<file path="config.mk">
export PLATFORM = sky130hd
export DESIGN_NAME = diag_sequencer
export DESIGN_NICKNAME = d
export VERILOG_FILES = /design/src/rtl/diag_sequencer.sv
export SDC_FILE = /design/constraint.sdc
export NUM_CORES = 1
export LEC_CHECK = 0
export BUFFER_PORTS_ARGS = -buffer_cell sky130_fd_sc_hd__buf_4
export CORE_AREA = 2 2 136 105
export CTS_BUF_LIST = sky130_fd_sc_hd__clkbuf_4
export CTS_CLUSTER_DIAMETER = 150
export CTS_CLUSTER_SIZE = 12
export DETAILED_ROUTE_END_ITERATION = 8
export DIE_AREA = 0 0 138 107
export PLACE_DENSITY = 0.74
export SYNTH_ARGS = -nofsm -noshare
export SYNTH_HDL_FRONTEND = slang
export SYNTH_SLANG_ARGS = --single-unit
</file>
<file path="constraint.sdc">
create_clock -name clk -period 6.7 [get_ports clk]
set_input_delay 0.335 -clock clk [delete_from_list [all_inputs] [get_ports clk]]
set_output_delay 0.335 -clock clk [all_outputs]
set_load 0.005 [all_outputs]
</file>
<file path="src/rtl/diag_sequencer.sv">
// diag_sequencer: 4-deep command FIFO feeding an EBUS diag strobe/write/sync sequencer.
module diag_sequencer #(
  parameter int         STROBE_CYCLES = 9,
  parameter int         GAP_CYCLES    = 4,
  parameter int         SYNC_WAIT     = 5,
  parameter int         SYNC_TRIES    = 5,
  parameter logic [6:0] IDLE_CODE     = 7'o000,
  parameter logic [6:0] STEP_CODE     = 7'o002
) (
  input  logic        clk,
  input  logic        reset_l,
  input  logic        cmd_valid,
  output logic        cmd_ready,
  input  logic [1:0]  cmd_kind,
  input  logic [6:0]  cmd_func,
  input  logic [17:0] cmd_data,
  input  logic        a_change_coming_l,
  output logic [6:0]  ebus_ds,
  output logic        ebus_diag_strobe,
  output logic [17:0] ebus_data_rh,
  output logic        ebus_driving,
  output logic        busy,
  output logic        done,
  output logic        sync_err
);
  typedef enum logic [2:0] {IDLE, STROBE, GAP, SWAIT, SCHECK, SSTEP, SGAP} state_t;
  typedef struct packed {
    logic [1:0]  kind;
    logic [6:0]  func;
    logic [17:0] data;
  } cmd_t;
  localparam logic [15:0] T_STB  = 16'(STROBE_CYCLES - 1);
  localparam logic [15:0] T_GAP  = 16'(GAP_CYCLES - 1);
  localparam logic [15:0] T_WAIT = 16'(SYNC_WAIT - 1);
  localparam logic [7:0]  TRIES  = 8'(SYNC_TRIES);
  cmd_t        fifo_q [4];
  logic [1:0]  wr_q, rd_q;
  logic [2:0]  cnt_q;
  state_t      state_q;
  logic [15:0] tmr_q;
  logic [7:0]  steps_q;
  logic        step_next_q;
  logic [1:0]  acc_q;
  logic        push, pop;
  cmd_t        head;
  assign cmd_ready = cnt_q != 3'd4;
  assign push      = cmd_valid && cmd_ready;
  assign pop       = state_q == IDLE && cnt_q != 3'd0;
  assign head      = fifo_q[rd_q];
  assign busy      = state_q != IDLE || cnt_q != 3'd0;
  always_ff @(posedge clk)
    if (push) fifo_q[wr_q] <= {cmd_kind, cmd_func, cmd_data};
  always_ff @(posedge clk or negedge reset_l)
    if (!reset_l) begin
      wr_q  <= '0;
      rd_q  <= '0;
      cnt_q <= '0;
    end else begin
      if (push) wr_q <= wr_q + 2'd1;
      if (pop) rd_q <= rd_q + 2'd1;
      cnt_q <= cnt_q + {2'b0, push} - {2'b0, pop};
    end
  // acc_q[1] is the synchronized A CHANGE COMING L; resets to the inactive level
  always_ff @(posedge clk or negedge reset_l)
    if (!reset_l) acc_q <= 2'b11;
    else acc_q <= {acc_q[0], a_change_coming_l};
  always_ff @(posedge clk or negedge reset_l)
    if (!reset_l) begin
      state_q          <= IDLE;
      tmr_q            <= '0;
      steps_q          <= '0;
      step_next_q      <= 1'b0;
      ebus_ds          <= IDLE_CODE;
      ebus_diag_strobe <= 1'b0;
      ebus_data_rh     <= '0;
      ebus_driving     <= 1'b0;
      done             <= 1'b0;
      sync_err         <= 1'b0;
    end else begin
      done <= 1'b0;
      case (state_q)
        IDLE: if (pop) begin
          case (head.kind)
            2'd0, 2'd1: begin
              state_q          <= STROBE;
              tmr_q            <= T_STB;
              ebus_ds          <= head.func;
              ebus_diag_strobe <= 1'b1;
              ebus_driving     <= head.kind[0];
              ebus_data_rh     <= head.kind[0] ? head.data : '0;
            end
            2'd2: begin
              state_q     <= SWAIT;
              tmr_q       <= T_WAIT;
              steps_q     <= '0;
              step_next_q <= 1'b0;
            end
            default: done <= 1'b1;
          endcase
        end
        STROBE, SSTEP: if (tmr_q == '0) begin
          state_q          <= state_q == STROBE ? GAP : SGAP;
          tmr_q            <= T_GAP;
          ebus_ds          <= IDLE_CODE;
          ebus_diag_strobe <= 1'b0;
          ebus_driving     <= 1'b0;
          ebus_data_rh     <= '0;
        end else tmr_q <= tmr_q - 16'd1;
        GAP: if (tmr_q == '0) begin
          state_q <= IDLE;
          done    <= 1'b1;
        end else tmr_q <= tmr_q - 16'd1;
        SGAP: if (tmr_q == '0) begin
          state_q     <= SWAIT;
          tmr_q       <= T_WAIT;
          steps_q     <= steps_q + 8'd1;
          step_next_q <= 1'b0;
        end else tmr_q <= tmr_q - 16'd1;
        // the same settle wait precedes both a check and a step; step_next_q picks which
        SWAIT: if (tmr_q == '0) begin
          if (step_next_q) begin
            state_q          <= SSTEP;
            tmr_q            <= T_STB;
            ebus_ds          <= STEP_CODE;
            ebus_diag_strobe <= 1'b1;
          end else state_q <= SCHECK;
        end else tmr_q <= tmr_q - 16'd1;
        SCHECK: if (acc_q[1] || steps_q == TRIES) begin
          state_q  <= IDLE;
          done     <= 1'b1;
          sync_err <= sync_err | !acc_q[1];
        end else begin
          state_q     <= SWAIT;
          tmr_q       <= T_WAIT;
          step_next_q <= 1'b1;
        end
        default: state_q <= IDLE;
      endcase
    end
endmodule

</file>
==> run_results.csv <==
group,metric,value,unit
finish,fillers,998,
die,top_level_ports,62,
global_routing,antenna_found_initial,0,
critical_path,critPathCaptureType,"flip-flop",
clock_tree,cts_post_setup_buffers_inserted,0,
hold_path,hold_class,"in -> reg",
clock_tree,cts_buffer_count,17,
critical_path,path_cells,"mux4_2 -> or4_1 -> a21o_1 -> a22o_1",
die,coreArea,13430,um2
critical_path,slowest_stage_delay_cp,1.07,ns
hold_path,hold-path-cell-count,3,
drt,drtPass1Iterations,5,
power,total_leakage_power,3.295,nW
sta,timing_hold_violations_final,0,
drt,wl_met2,6.885,mm
synthesis,syn_area,7286,um2
sta,maxSlewViolCount,0,
synthesis,synth_async_sr_flop_share,37.93,%
drt,wl_per_cell,18.43,um
critical_path,critPathTopFamily,"flip-flops",
place,numPortBuffers,61,
clock_tree,worstSkewPairLatency,0.56,ns
finish,layout-area-overhead-vs-synth,16.71,%
synthesis,synth_seq_cells,174,
die,die-height,107,um
sta,rsz0062_at_grt,"no",
clock_tree,cts.sink_count,174,
die,initial_utilization,54.27,%
power,vdd.ir_drop.worst,237.9,uV
critical_path,required,7.16,ns
critical_path,cp.depth,4,
sta,setup_tns,0,ns
sta,max_freq,0.3305,GHz
clock_tree,cts-htree-levels,4,
sta,fin_worst_skew,0.01805,ns
drt,drt-initial-drc-count,388,
finish,layout.area.seq,4898,um2
power,fin_total_pwr,3.498,mW
place,dpl.hpwl,8.820,mm
die,die_width,138,um
drt,detailroute.via_count,4479,
synthesis,ys.flop_type,"edfxtp_1",
finish,antenna-diode-count,0,
finish,multiInputGateArea,2227,um2
synthesis,synth-warning-count,0,
global_routing,grt_use_total,20.70,%
global_routing,globalRouteOverflowTotal,0,
clock_tree,clkTransAtPathRegs,0.14,ns
die,die_outline_area,14770,um2
die,std_cell_rows,37,
synthesis,mappedNetlistNets,537,
sta,final.period_utilization,45.16,%
critical_path,worstSetupStartpointType,"flip-flop",
critical_path,r2r_cells,4,
global_routing,global_route_wire_length_before_repair,23.50,mm
flow_run,max_cap_check_violation_count,0,
status,outcome,"finished clean",
sta,worst-slew-pin-transition,1.069,ns
drt,via_per_inst,5.757,
clock_tree,cts_tree,"built",
critical_path,setup.worst_path.class,"reg -> reg",
clock_tree,cts_repair_resized_insts,0,
finish,layout-drive-gt1-share,22.72,%
drt,finalWirelength,14.34,mm
clock_tree,max-clock-path-buffers,2,
synthesis,postSynthAreaPerCell,14.69,um2
critical_path,cpMaxStageDelayCell,"dfrtp_2",
synthesis,synth-edff-count,108,
synthesis,yosysSeqAreaShare,67.22,%
drt,drc,0,
drt,wl_met3,749,um
critical_path,worst-path-buf-inv,0,
place,gp_routability_congestion,0.8889,
finish,nets,631,
drt,dr.max_layer_used,"met4",
drt,met1_length,6.542,mm
sta,slew-limit-headroom,28.74,%
drt,detail-route-antenna-nets,0,
critical_path,crit_fanout,30,
global_routing,vias_in_the_first_global_route,4527,
critical_path,critical_path_arrival,3.48,ns
global_routing,pin_count_of_the_biggest_net_entering_global_routing,67,
clock_tree,ctsRootBufferMaster,"clkbuf_4",
sta,min_cycle_time_layout,3.026,ns
synthesis,yosys.cell_types.count,57,
sta,setup_viol,0,
synthesis,post_synth_inst_count,496,
power,ratio_of_total_power_to_cell_area,411.4,nW/um2
finish,final_util,63.34,%
[layout make-up]
type	count	share of cell area (%)
multi-input combinational	287	26.19
clock buffer	18	1.589
timing repair buffer	95	9.241
sequential	174	57.61
clock inverter	14	2.134
inverter	15	0.6622
tap	175	2.575
[worst reg2reg max path, delay by kind of cell, from the launching register on]
kind / cells / cell delay, ns
AND/OR/NAND/NOR: 1 / 0.42
flip-flops: 1 / 1.07
AO/OA/AOI/OAI: 2 / 0.78
multiplexers: 1 / 0.66
[synthesized netlist by cell type, types with 5 or more instances]
cell type / count / share of area (%)
nor3_1: 6 / 0.41
and3_1: 8 / 0.69
a21oi_1: 16 / 1.1
edfxtp_1: 108 / 45
o21ai_1: 21 / 1.4
ha_1: 9 / 1.5
nand2_1: 48 / 2.5
a31oi_1: 5 / 0.43
xnor2_1: 7 / 0.84
clkbuf_1: 7 / 0.36
a22oi_1: 5 / 0.52
a21o_1: 5 / 0.52
o21ai_0: 18 / 1.2
nor2b_1: 5 / 0.43
dfrtp_1: 64 / 22
a22o_1: 18 / 2.2
nand3_1: 11 / 0.76
mux4_2: 28 / 8.7
buf_2: 6 / 0.41
inv_1: 14 / 0.72
nor2_1: 25 / 1.3
[placed cells by master (no fill, tap or decap), types with 3 or more instances in the layout]
cell,synthesis,layout
edfxtp_1,108,108
buf_4,0,66
dfrtp_1,64,63
nand2_1,48,48
dlygate4sd3_1,0,29
mux4_2,28,28
nor2_1,25,25
o21ai_1,21,21
o21ai_0,18,18
a22o_1,18,18
clkbuf_4,0,18
a21oi_1,16,16
inv_1,14,14
nand3_1,11,11
ha_1,9,9
and3_1,8,8
xnor2_1,7,7
nor3_1,6,6
a22oi_1,5,5
a21o_1,5,5
a31oi_1,5,5
nor2b_1,5,5
o31ai_1,4,4
or3_1,4,4
o21a_1,4,4
nor3_2,3,3
nand4_1,3,3
bufinv_16,0,3
inv_6,0,3
inv_8,0,3
clkinvlp_4,0,3
[registers in the layout, indices dropped and copies added, names as in the netlist]
signal and flops:
rd_q 2, acc_q 2, fifo_q 108, done 1, sync_err 1, state_q 3, ebus_diag_strobe 1, ebus_data_rh 18
wr_q 2, steps_q 8, cnt_q 3, step_next_q 1, ebus_driving 1, tmr_q 16, ebus_ds 7
[path summary, 6_finish.rpt]
kind | to | slack, ns | start
max in group asynchronous | rd_q[0] | 5.70 | reset_l
min in group asynchronous | ebus_ds[2] | 0.40 | reset_l
worst max-delay path | ebus_data_rh[3] | 3.67 | rd_q[0]
worst max register to register | ebus_data_rh[3] | 3.67 | rd_q[0]
worst min-delay path | wr_q[0] | 0.20 | cmd_valid
worst min register to register | acc_q[1] | 0.37 | acc_q[0]
[power by group]
group          switching, mW  total [mW]  internal [mW]  leakage, nW
clock network          0.373       0.645          0.272        0.163
registers              0.231        1.65           1.42         1.84
logic                  0.631        1.20          0.571         1.29
[cells by family after synthesis]
| kind of cell | Yosys count | synth area share, % |
|---|---|---|
| AOI/OAI and AO/OA | 111 | 10.10 |
| muxes | 29 | 8.793 |
| buffers and inverters | 35 | 2.215 |
| and+or+nand+nor | 129 | 8.896 |
| adders and majority gates | 10 | 1.820 |
| DFF | 174 | 67.22 |
| xor gates and xnor gates | 8 | 0.9617 |
[metrics by stage]
stage / cell area [um2] / hold WS (ns) / std cells / worst slack [ns]
5_1_grt: 8503 / 0.1692 / 778 / 3.442
4_1_cts: 8503 / 0.1758 / 778 / 3.617
3_5_place_dp: 7896 / 0.3468 / 717 / 3.634
2_1_floorplan: 7286 / 0.03941 / 496 / 4.330
3_3_place_gp: 7896 / 0.3468 / 717 / 3.681
6_report: 8503 / 0.1973 / 778 / 3.674
[layer usage]
layer / track usage [%] / vias up
li1: - / 2080
met1: 29.01 / 2257
met2: 32.25 / 128
met3: 6.163 / 14
met4: 5.466 / 0
met5: 0 / -
[timing repair]
item                                   4_1_cts  5_1_grt
setup endpoints to repair                    0        0
hold buffers                                29        0
endpoints found under the hold margin      173        0
No activity file was read; power rests on OpenSTA's default activity.
